[src/rtl/dmem_pkg.sv]
// Shared MemOp codes, controller state and op helpers for the MEM-stage data memory.
package dmem_pkg;

  localparam logic [3:0] OP_SW  = 4'b0000;
  localparam logic [3:0] OP_SWR = 4'b0001;
  localparam logic [3:0] OP_LW  = 4'b0010;
  localparam logic [3:0] OP_LWL = 4'b0011;
  localparam logic [3:0] OP_SWL = 4'b0100;
  localparam logic [3:0] OP_LWR = 4'b0101;
  localparam logic [3:0] OP_LB  = 4'b0110;
  localparam logic [3:0] OP_LBU = 4'b0111;
  localparam logic [3:0] OP_LH  = 4'b1000;
  localparam logic [3:0] OP_LHU = 4'b1001;
  localparam logic [3:0] OP_SB  = 4'b1010;
  localparam logic [3:0] OP_SH  = 4'b1011;

  localparam int NUM_LANES = 4;

  typedef enum logic {INIT, RUN} state_e;

  function automatic logic is_store(input logic [3:0] op);
    return (op == OP_SW) || (op == OP_SWR) || (op == OP_SWL) ||
           (op == OP_SB) || (op == OP_SH);
  endfunction

endpackage

[src/rtl/dmem_lane_map.sv]
// Big-endian lane steering: byte-write mask / shifted store data, alignment check,
// and load extract/extend. wmask[i] and data bits [8i+7:8i] belong to byte offset 3-i.
module dmem_lane_map
  import dmem_pkg::*;
(
  input  logic [3:0]           op,
  input  logic [1:0]           off,
  input  logic [31:0]          wdata,
  input  logic [31:0]          rword,
  output logic [NUM_LANES-1:0] wmask,
  output logic [31:0]          wdata_sh,
  output logic                 misalign,
  output logic                 op_bad,
  output logic [31:0]          rdata
);

  logic [31:0] rsh_b, rsh_h;
  logic [7:0]  rbyte;
  logic [15:0] rhalf;

  // ~off == 3-off: distance of the addressed byte from the LSB lane
  assign rsh_b = rword >> {~off, 3'b000};
  assign rsh_h = rword >> {~off[1], 4'b0000};
  assign rbyte = rsh_b[7:0];
  assign rhalf = rsh_h[15:0];

  always_comb begin
    wmask    = '0;
    wdata_sh = '0;
    misalign = 1'b0;
    op_bad   = 1'b0;
    rdata    = '0;
    case (op)
      OP_SW:  begin wmask = 4'hF; wdata_sh = wdata; misalign = |off; end
      OP_SH:  begin
        wmask    = 4'b0011 << {~off[1], 1'b0};
        wdata_sh = wdata << {~off[1], 4'b0000};
        misalign = off[0];
      end
      OP_SB:  begin wmask = 4'b0001 << ~off; wdata_sh = {4{wdata[7:0]}}; end
      // swl fills a..(a|3) from the MSB of wdata; swr fills (a&~3)..a ending at wdata[7:0]
      OP_SWL: begin wmask = 4'hF >> off;  wdata_sh = wdata >> {off, 3'b000}; end
      OP_SWR: begin wmask = 4'hF << ~off; wdata_sh = wdata << {~off, 3'b000}; end
      OP_LW:  begin rdata = rword; misalign = |off; end
      OP_LWL, OP_LWR: rdata = rword;
      OP_LB:  rdata = {{24{rbyte[7]}}, rbyte};
      OP_LBU: rdata = {24'h0, rbyte};
      OP_LH:  begin rdata = {{16{rhalf[15]}}, rhalf}; misalign = off[0]; end
      OP_LHU: begin rdata = {16'h0, rhalf}; misalign = off[0]; end
      default: op_bad = 1'b1;
    endcase
  end

endmodule

[src/rtl/dmem_ctrl.sv]
// Byte-addressable big-endian data memory with valid/ready request channel,
// one-deep registered response, error reporting and optional post-reset clear.
module dmem_ctrl
  import dmem_pkg::*;
#(
  parameter int DEPTH_BYTES = 128,
  parameter int AW          = 32,
  parameter int INIT_CLEAR  = 1
) (
  input  logic          clk,
  input  logic          rst_n,
  input  logic          req_valid,
  output logic          req_ready,
  input  logic          req_write,
  input  logic [3:0]    req_op,
  input  logic [AW-1:0] req_addr,
  input  logic [31:0]   req_wdata,
  output logic          rsp_valid,
  input  logic          rsp_ready,
  output logic [31:0]   rsp_rdata,
  output logic          rsp_err
);

  localparam int WORDS = DEPTH_BYTES / 4;
  localparam int WAW   = (WORDS > 1) ? $clog2(WORDS) : 1;
  localparam int ABITS = $clog2(DEPTH_BYTES);

  state_e         state_q, state_d;
  logic [WAW-1:0] clr_q, clr_d;
  logic           rsp_valid_q, rsp_valid_d;
  logic [31:0]    rsp_rdata_q, rsp_rdata_d;
  logic           rsp_err_q, rsp_err_d;

  logic [WAW-1:0]                 widx, mem_idx;
  logic [31:0]                    rword, ld_data, wdata_sh;
  logic [NUM_LANES-1:0]           wmask, lane_we;
  logic [NUM_LANES-1:0][7:0]      lane_wd;
  logic                           misalign, op_bad, range_err, dir_err, err, accept, store;

  assign widx = req_addr[ABITS-1:2];

  dmem_lane_map u_lane_map (
    .op       (req_op),
    .off      (req_addr[1:0]),
    .wdata    (req_wdata),
    .rword    (rword),
    .wmask    (wmask),
    .wdata_sh (wdata_sh),
    .misalign (misalign),
    .op_bad   (op_bad),
    .rdata    (ld_data)
  );

  assign store     = is_store(req_op);
  assign range_err = req_addr >= AW'(DEPTH_BYTES);
  // a load code flagged as a write (or vice versa) is treated as a malformed request
  assign dir_err   = req_write != store;
  assign err       = misalign | op_bad | range_err | dir_err;
  assign req_ready = rst_n && (state_q == RUN) && (!rsp_valid_q || rsp_ready);
  assign accept    = req_valid && req_ready;

  always_comb begin
    if (state_q == INIT) begin
      lane_we = '1;
      mem_idx = clr_q;
      lane_wd = '0;
    end else begin
      lane_we = (accept && store && !err) ? wmask : '0;
      mem_idx = widx;
      lane_wd = wdata_sh;
    end
  end

  for (genvar l = 0; l < NUM_LANES; l++) begin : g_lane
    logic [7:0] mem_q [WORDS];
    always_ff @(posedge clk) begin
      if (lane_we[l]) mem_q[mem_idx] <= lane_wd[l];
    end
    assign rword[8*l +: 8] = mem_q[widx];
  end

  always_comb begin
    state_d     = state_q;
    clr_d       = clr_q;
    rsp_valid_d = rsp_valid_q;
    rsp_rdata_d = rsp_rdata_q;
    rsp_err_d   = rsp_err_q;
    case (state_q)
      INIT: begin
        clr_d = clr_q + 1'b1;
        if (clr_q == WAW'(WORDS - 1)) state_d = RUN;
      end
      default: ;
    endcase
    if (accept) begin
      rsp_valid_d = 1'b1;
      rsp_err_d   = err;
      rsp_rdata_d = (err || store) ? 32'h0 : ld_data;
    end else if (rsp_ready) begin
      rsp_valid_d = 1'b0;
    end
  end

  always_ff @(posedge clk or negedge rst_n) begin
    if (!rst_n) begin
      if (INIT_CLEAR != 0) state_q <= INIT;
      else                 state_q <= RUN;
      clr_q       <= '0;
      rsp_valid_q <= 1'b0;
      rsp_rdata_q <= '0;
      rsp_err_q   <= 1'b0;
    end else begin
      state_q     <= state_d;
      clr_q       <= clr_d;
      rsp_valid_q <= rsp_valid_d;
      rsp_rdata_q <= rsp_rdata_d;
      rsp_err_q   <= rsp_err_d;
    end
  end

  assign rsp_valid = rsp_valid_q;
  assign rsp_rdata = rsp_rdata_q;
  assign rsp_err   = rsp_err_q;

endmodule
[config.mk]
export PLATFORM = sky130hd
export DESIGN_NAME = dmem_ctrl
export DESIGN_NICKNAME = d
export VERILOG_FILES = /design/src/rtl/dmem_pkg.sv /design/src/rtl/dmem_lane_map.sv /design/src/rtl/dmem_ctrl.sv
export SDC_FILE = /design/constraint.sdc
export NUM_CORES = 1
export LEC_CHECK = 0
export BUFFER_PORTS_ARGS = -buffer_cell sky130_fd_sc_hd__buf_2
export CAP_MARGIN = 5
export CORE_UTILIZATION = 55
export DETAILED_ROUTE_END_ITERATION = 10
export PLACE_DENSITY = 0.72
export SYNTH_ARGS = -nofsm -noshare
export SYNTH_HDL_FRONTEND = slang
export SYNTH_SLANG_ARGS = --single-unit
[constraint.sdc]
create_clock -name clk -period 4.7 [get_ports clk]
set_input_delay 0.94 -clock clk [delete_from_list [all_inputs] [get_ports clk]]
set_output_delay 0.94 -clock clk [all_outputs]
set_load 0.02 [all_outputs]
==> summary.txt, run 1 <==
Run status
  • Run status: finished clean

Pwr
  • Leakage: between 0.01 and 0.015 uW
  • Total power: 19610 uW
  • Pwr per Cell Area: 393.0 nW/um^2
  • VDD IR max: about 310 uV

GRT
  • Global route overflow: 0
  • Global routing usage on met1: ~40%
  • Largest net degree at the start of global routing: 83
  • Vias in the first global route: 24390
  • First-pass GRT wire length: between 150000 and 200000 um
  • Global routing usage on met2: between 40% and 50%
  • GRT busiest layer: met2
  • Met3 Use GR: under 10%
  • Initial antenna violation count: 1
  • Gr usage total: ~28%

Critical path
  • Critical-path cell list: buf_2, nand2_1, mux2_2, a2111oi_4, nand3_1, o21a_1, nor3_1
  • CP Launch Type: input port
  • CP Class: input port to flip-flop
  • Crit-path slowest cell: nor3_1
  • Cell family with most CP delay: simple AND/OR/NAND/NOR gates
  • Worst-path fanout max: 18
  • Arr. time, crit path: between 4 and 5 ns
  • Slowest stage delay, CP: 0.97 ns
  • Worst Setup End Kind: flip-flop
  • Critical Path RT: 4.99 ns
  • CP Buf/Inv Count: 1

Synthesis
  • YS warnings: 0
  • Yosys top cell by area: edfxtp_1
  • Mapped Cells: between 2000 and 2500
  • Area share of the largest cell type after synthesis: between 70% and 80%
  • Post-synthesis cell type count: between 60 and 70
  • Part of the Yosys area used for sequential elements: between 70% and 80%
  • Mapped Area: 43710 sq um
  • Most used DFF post-synth: edfxtp_1
  • Mapped Nets: about 2400
  • Mean area per synthesized cell: 18.73 sq um
  • EDFF count, synth: 1024
  • Synth async-reset ratio: under 10%
  • Seq cells post-synth: roughly 1100
  • Largest cells by area after synthesis: edfxtp_1 (70%), mux4_2 (12%), mux2i_1 (2.6%), dfrtp_1 (2.3%), nor3_1 (1.2%)

Route
  • DRT Pass-1 Iters: 8
  • Number of routed nets with antenna violations: 0
  • Total wire length: approximately 110000 um
  • Remaining DRCs: 0
  • DR vias: about 25000
  • Routed WL per cell: approximately 30 um
  • 1st-iter DRT viols: around 3300
  • Vias per std cell: 6.599

STA
  • Period utilisation layout: approximately four fifths
  • Final hold vios: 0
  • Max Fclk: 0.2655 GHz
  • Slew @ Worst Pin: 1.304 ns
  • Setup Total Neg Slack: 0 ns
  • Rel. slew slack: about an eighth
  • Fin worst setup slack: between 0.9 and 1 ns
  • Final setup violating endpoints: 0
  • Clock Skews: around 0.040 ns
  • Final min period: roughly 3.8 ns
  • Final Slew Violations: 0
  • RSZ-0062 raised after global routing: false

Place
  • Routability cong.: between 0.9 and 1
  • DP HPWL: between 70000 and 80000 um
  • Pre-CTS setup slack: approximately 0.31 ns
  • Number of buffers added on ports: 107

Clock tree
  • Clock Sink Count: about 1100
  • Clock buffer depth: 3
  • Worst-Skew Late Latency: about 0.7 ns
  • Hold Buf Count CTS: 0
  • CTS Root Buffer Type: clkbuf_16
  • Postcts setup bufs: 0
  • H-tree depth: 3
  • Total CTS buffers: about 100
  • Worst-path clk slew: 0.06 ns
  • CTS tree: built
  • PostCTS Resize Cnt: 0

Floorplan
  • Initial Util: a little under three fifths
  • I/O Pins: around 110
  • Die area: 80600 sq um
  • Core Box Area: just under 80000 sq um
  • Die X: approximately 280 um
  • Num rows: 103
  • Die Y-Extent: 283.9 um

Finish
  • Most common cell after layout, fill and taps aside: edfxtp_1
  • ANT cells: 0
  • Most frequent cells in the layout: edfxtp_1 (1024), mux4_2 (237), buf_4 (189)
  • Share of layout cells above drive strength 1: 28.80%
  • Post-layout net count: roughly 2700
  • Layout overhead on the synthesized area: 14.15%

Job
  • MaxCap Viol Count: 0

Worst hold path
  • Hold Crit Class: input port to async pin
metrics by stage:
stage	util, %	cell area (sq um)	instances	hold slack, ns
floorplan	-	43710	2334	0.5018
global placement	58.93	46410	3537	0.5039
detailed placement	58.93	46410	3537	0.5104
CTS	63.28	49830	3723	0.3657
global route	63.36	49890	3727	0.4003
finish	63.36	49890	3727	0.3723
cells by family (layout without fill, tap and decap cells):
family,count (synthesis),count (layout),synth area share (%)
DFF,1064,1064,72.65
adders and majority gates,2,2,0.05725
buffers and inverters,162,505,2.222
AOI/OAI and AO/OA,296,296,4.601
muxes,374,374,15.80
and+or+nand+nor,433,433,4.615
xor gates and xnor gates,3,3,0.06013
flip-flops by register name (all words and copies together), names as in the netlist:
name and cells:
g_lane.mem_q 1024, rsp_rdata 32, clr_q 5, rsp_err 1, rsp_valid 1, state_q 1
worst register-to-register path, delay by kind of cell, from the launching register on:
| kind | cells | cell delay, ns |
|---|---|---|
| compound gates | 2 | 0.98 |
| simple gates | 4 | 1.68 |
| flops | 1 | 0.38 |
final cells by class:
cell class                 count  area, sq um
multi-input combinational   1108        11170
fill                        5310        28850
clock inverter                64        733.2
sequential                  1064        31750
clock buffer                 122         2691
timing repair buffer         308         2195
tap                         1050         1314
inverter                      11        41.29
final timing paths:
kind | start | endpoint | slack, ns | depth (start not counted)
min in group clk | rsp_rdata[27] | rsp_rdata[27] | 0.53 | 2
worst min register to register | rsp_rdata[27] | rsp_rdata[27] | 0.53 | 2
max in group asynchronous | rst_n | clr_q[4] | 3.94 | 2
worst max register to register | rsp_valid | g_lane[2].mem_q[12][4] | 1.25 | 6
worst min-delay path | rst_n | rsp_valid | 0.37 | 2
worst max-delay path | req_op[3] | g_lane[2].mem_q[12][4] | 0.93 | 7
metal layers:
| metal | part of all wire [%] | wire length (um) |
|---|---|---|
| met1 | 38 | 43340 |
| met2 | 47 | 53500 |
| met3 | 11 | 12110 |
| met4 | 4.0 | 4517 |
| met5 | 0.0088 | 10 |
cell usage after synthesis, types with 12 or more instances:
master / number
nor2_1: 129
buf_2: 38
and3_1: 13
a221oi_1: 15
mux2i_1: 112
buf_4: 26
nor3_1: 104
nor4_1: 12
mux2_2: 14
edfxtp_1: 1024
mux4_2: 237
clkbuf_1: 55
buf_6: 21
o21ai_0: 28
a22oi_1: 61
nand3_1: 26
dfrtp_1: 40
nand2_1: 102
a32oi_1: 13
a31oi_1: 17
a21oi_1: 85
o21ai_1: 17
where the power goes:
part	total, uW	switching (uW)	internal, uW
logic	937	615	321
registers	10300	0.619	10300
clock network	8350	3540	4820
Power figures use the tool's default switching activity.
==> inputs of run 2 (changes only) <==
- PLACE_DENSITY: 0.72 -> 0.74
- clock period: 4.7 -> 3 ns (I/O delays scaled with it)
==> summary.txt, run 2 (synthesis gave the netlist of run 1 again) <==
Run status
  • Run status: complete, but fails checks
  • Failing checks: DRC

Pwr
  • VDD IR max: 490.5 uV (+57%)
  • Total power: 30930 uW (+58%)
  • Pwr per Cell Area: 597.6 nW/um^2 (+52%)
  • Leakage: 0.01582 uW (+6.7%)

GRT
  • Vias in the first global route: 25750 (+5.6%)
  • Largest net degree at the start of global routing: 42 (-49%)
  • Initial antenna violation count: 3 (+2)
  • Global route overflow: 0 (unchanged)
  • First-pass GRT wire length: 176700 um (+6.2%)
  • Gr usage total: 30.52% (+2.1 points)

STA
  • RSZ-0062 raised after global routing: false
  • Rel. slew slack: 34.31% (+21 points)
  • Final setup violating endpoints: 0 (unchanged)
  • Period utilisation layout: between 90% and 100%
  • Hold slack: 0.2371 ns (-0.1352 ns)
  • Final hold vios: 0 (unchanged)
  • Clock Skews: 0.03910 ns (-0.0004629 ns)
  • Fin worst setup slack: 0.2422 ns (-0.6915 ns)
  • Final Slew Violations: 0 (unchanged)
  • Final min period: between 2 and 3 ns
  • Slew @ Worst Pin: 0.9817 ns (-0.3226 ns)
  • Max Fclk: approximately 0.36 GHz

Route
  • DRT Pass-1 Iters: 11 (+3)
  • Vias per std cell: 6.598 (about the same)
  • Number of routed nets with antenna violations: 0 (unchanged)
  • Routed WL per cell: 31.18 um (+2.4%)
  • Remaining DRCs: 2 (+2)
  • DR vias: 25720 (+4.6%)
  • Total wire length: 121600 um (+7.1%)
  • 1st-iter DRT viols: 3665 (+11%)

Place
  • DP HPWL: 79870 um (+7.7%)
  • Routability cong.: 0.9898 (-0.45%)
  • Number of buffers added on ports: 107 (unchanged)
  • Placed cells: 3707 (+4.8%)
  • Pre-CTS setup slack: -0.3741 ns (-0.6825 ns)
  • DP Area: 48330 sq um (+4.1%)

Critical path
  • Slowest stage delay, CP: 0.67 ns (-0.30 ns)
  • Arr. time, crit path: 3.07 ns (-0.98 ns)
  • CP Launch Type: flip-flop
  • Crit path from: state_q
  • Worst Setup End Kind: flip-flop
  • R2r startpoint: state_q
  • Critical Path RT: 3.31 ns (-1.68 ns)
  • Cell family with most CP delay: simple AND/OR/NAND/NOR gates
  • CP Buf/Inv Count: 1 (unchanged)
  • Worst-path fanout max: 20 (+2)
  • CP Class: flip-flop to flip-flop
  • Critical-path cell list: buf_12, mux2i_1, nand2_1, or2_2, nor2_1
  • Crit-path slowest cell: nor2_1

Finish
  • Final Cell Area: 51750 sq um (+3.7%)
  • Layout overhead on the synthesized area: 18.41%
  • Max reg flops: 1024 (unchanged)
  • Share of layout cells above drive strength 1: 33.45% (+4.6 points)
  • Most frequent cells in the layout: edfxtp_1 (1024), buf_4 (308), mux4_2 (237)
  • Most common cell after layout, fill and taps aside: edfxtp_1
  • Post-layout net count: 2836 (+6.2%)
  • Layout Cells excl Fill: 3899 (+4.6%)
  • Most flop-heavy register: g_lane.mem_q

Floorplan
  • Core Box Area: 78740 sq um (unchanged)
  • I/O Pins: 108 (unchanged)
  • Initial Util: 55.51% (unchanged)
  • Die area: 80600 sq um (unchanged)
  • Die Y-Extent: 283.9 um (unchanged)
  • Num rows: 103 (unchanged)
  • Die X: 283.9 um (unchanged)

Clock tree
  • Worst-path clk slew: 0.06 ns (about the same)
  • Total CTS buffers: 102 (-0.97%)
  • Clock buffer depth: 3 (unchanged)
  • PostCTS Resize Cnt: 0 (unchanged)
  • Postcts setup bufs: 0 (unchanged)
  • CTS tree: built
  • CTS Root Buffer Type: clkbuf_16
  • Worst-Skew Late Latency: 0.69 ns (about the same)
  • Hold Buf Count CTS: 0 (unchanged)
  • Clock Sink Count: 1064 (unchanged)
  • H-tree depth: 3 (unchanged)

Worst hold path
  • Hold Crit Class: input port to flip-flop
  • Min-delay src: rsp_ready

Job
  • MaxCap Viol Count: 0 (unchanged)
run 2: cell count changes in the layout (fill, tap and decap cells not counted), sizes merged:
cell | before | now
buf | 308 | 474
clkbuf | 122 | 118
clkinv | 47 | 45
clkinvlp | 2 | 7
diode | 0 | 3
inv | 13 | 17
run 2: cell type report:
cell class,count,area [sq um]
multi-input combinational,1108,11180
clock buffer,118,2623
sequential,1064,31750
fill,5072,26990
timing repair buffer,474,4049
tap,1050,1314
inverter,11,41.29
antenna,3,7.507
clock inverter,71,790.8
run 2: stage by stage:
step           TNS, ns  utilization, %
6_report             0           65.72
5_1_grt              0           65.72
4_1_cts              0           65.71
3_5_place_dp   -209.12           61.37
3_3_place_gp   -212.58           61.37
2_1_floorplan  -168.72               -
run 2: where the power goes:
part / leakage, uW / internal [uW] / switching (uW)
clock network: 0.00166 / 7450 / 5650
registers: 0.00830 / 16200 / 1.01
logic: 0.00586 / 642 / 1030
run 2: final timing paths:
path | end | slack (ns) | depth (start not counted)
max in group asynchronous | state_q | 2.26 | 2
min in group asynchronous | rsp_rdata[27] | 0.28 | 2
worst max-delay path | g_lane[1].mem_q[10][5] | 0.24 | 5
worst min-delay path | rsp_valid | 0.24 | 3
worst max register to register | g_lane[1].mem_q[10][5] | 0.24 | 5
worst min register to register | rsp_valid | 0.55 | 2
run 2: layer usage:
layer	up-vias	part of all wire [%]	track usage (%)
li1	10470	-	-
met4	0	4.2	12.14
met3	289	13	7.548
met2	1917	45	45.34
met5	-	0	0
met1	13050	37	43.84
run 2: worst reg2reg max path, stage by stage (launching register included):
cell	delay, ns
dfrtp_2	0.49
buf_12	0.20
mux2i_1	0.39
nand2_1	0.16
or2_2	0.50
nor2_1	0.68
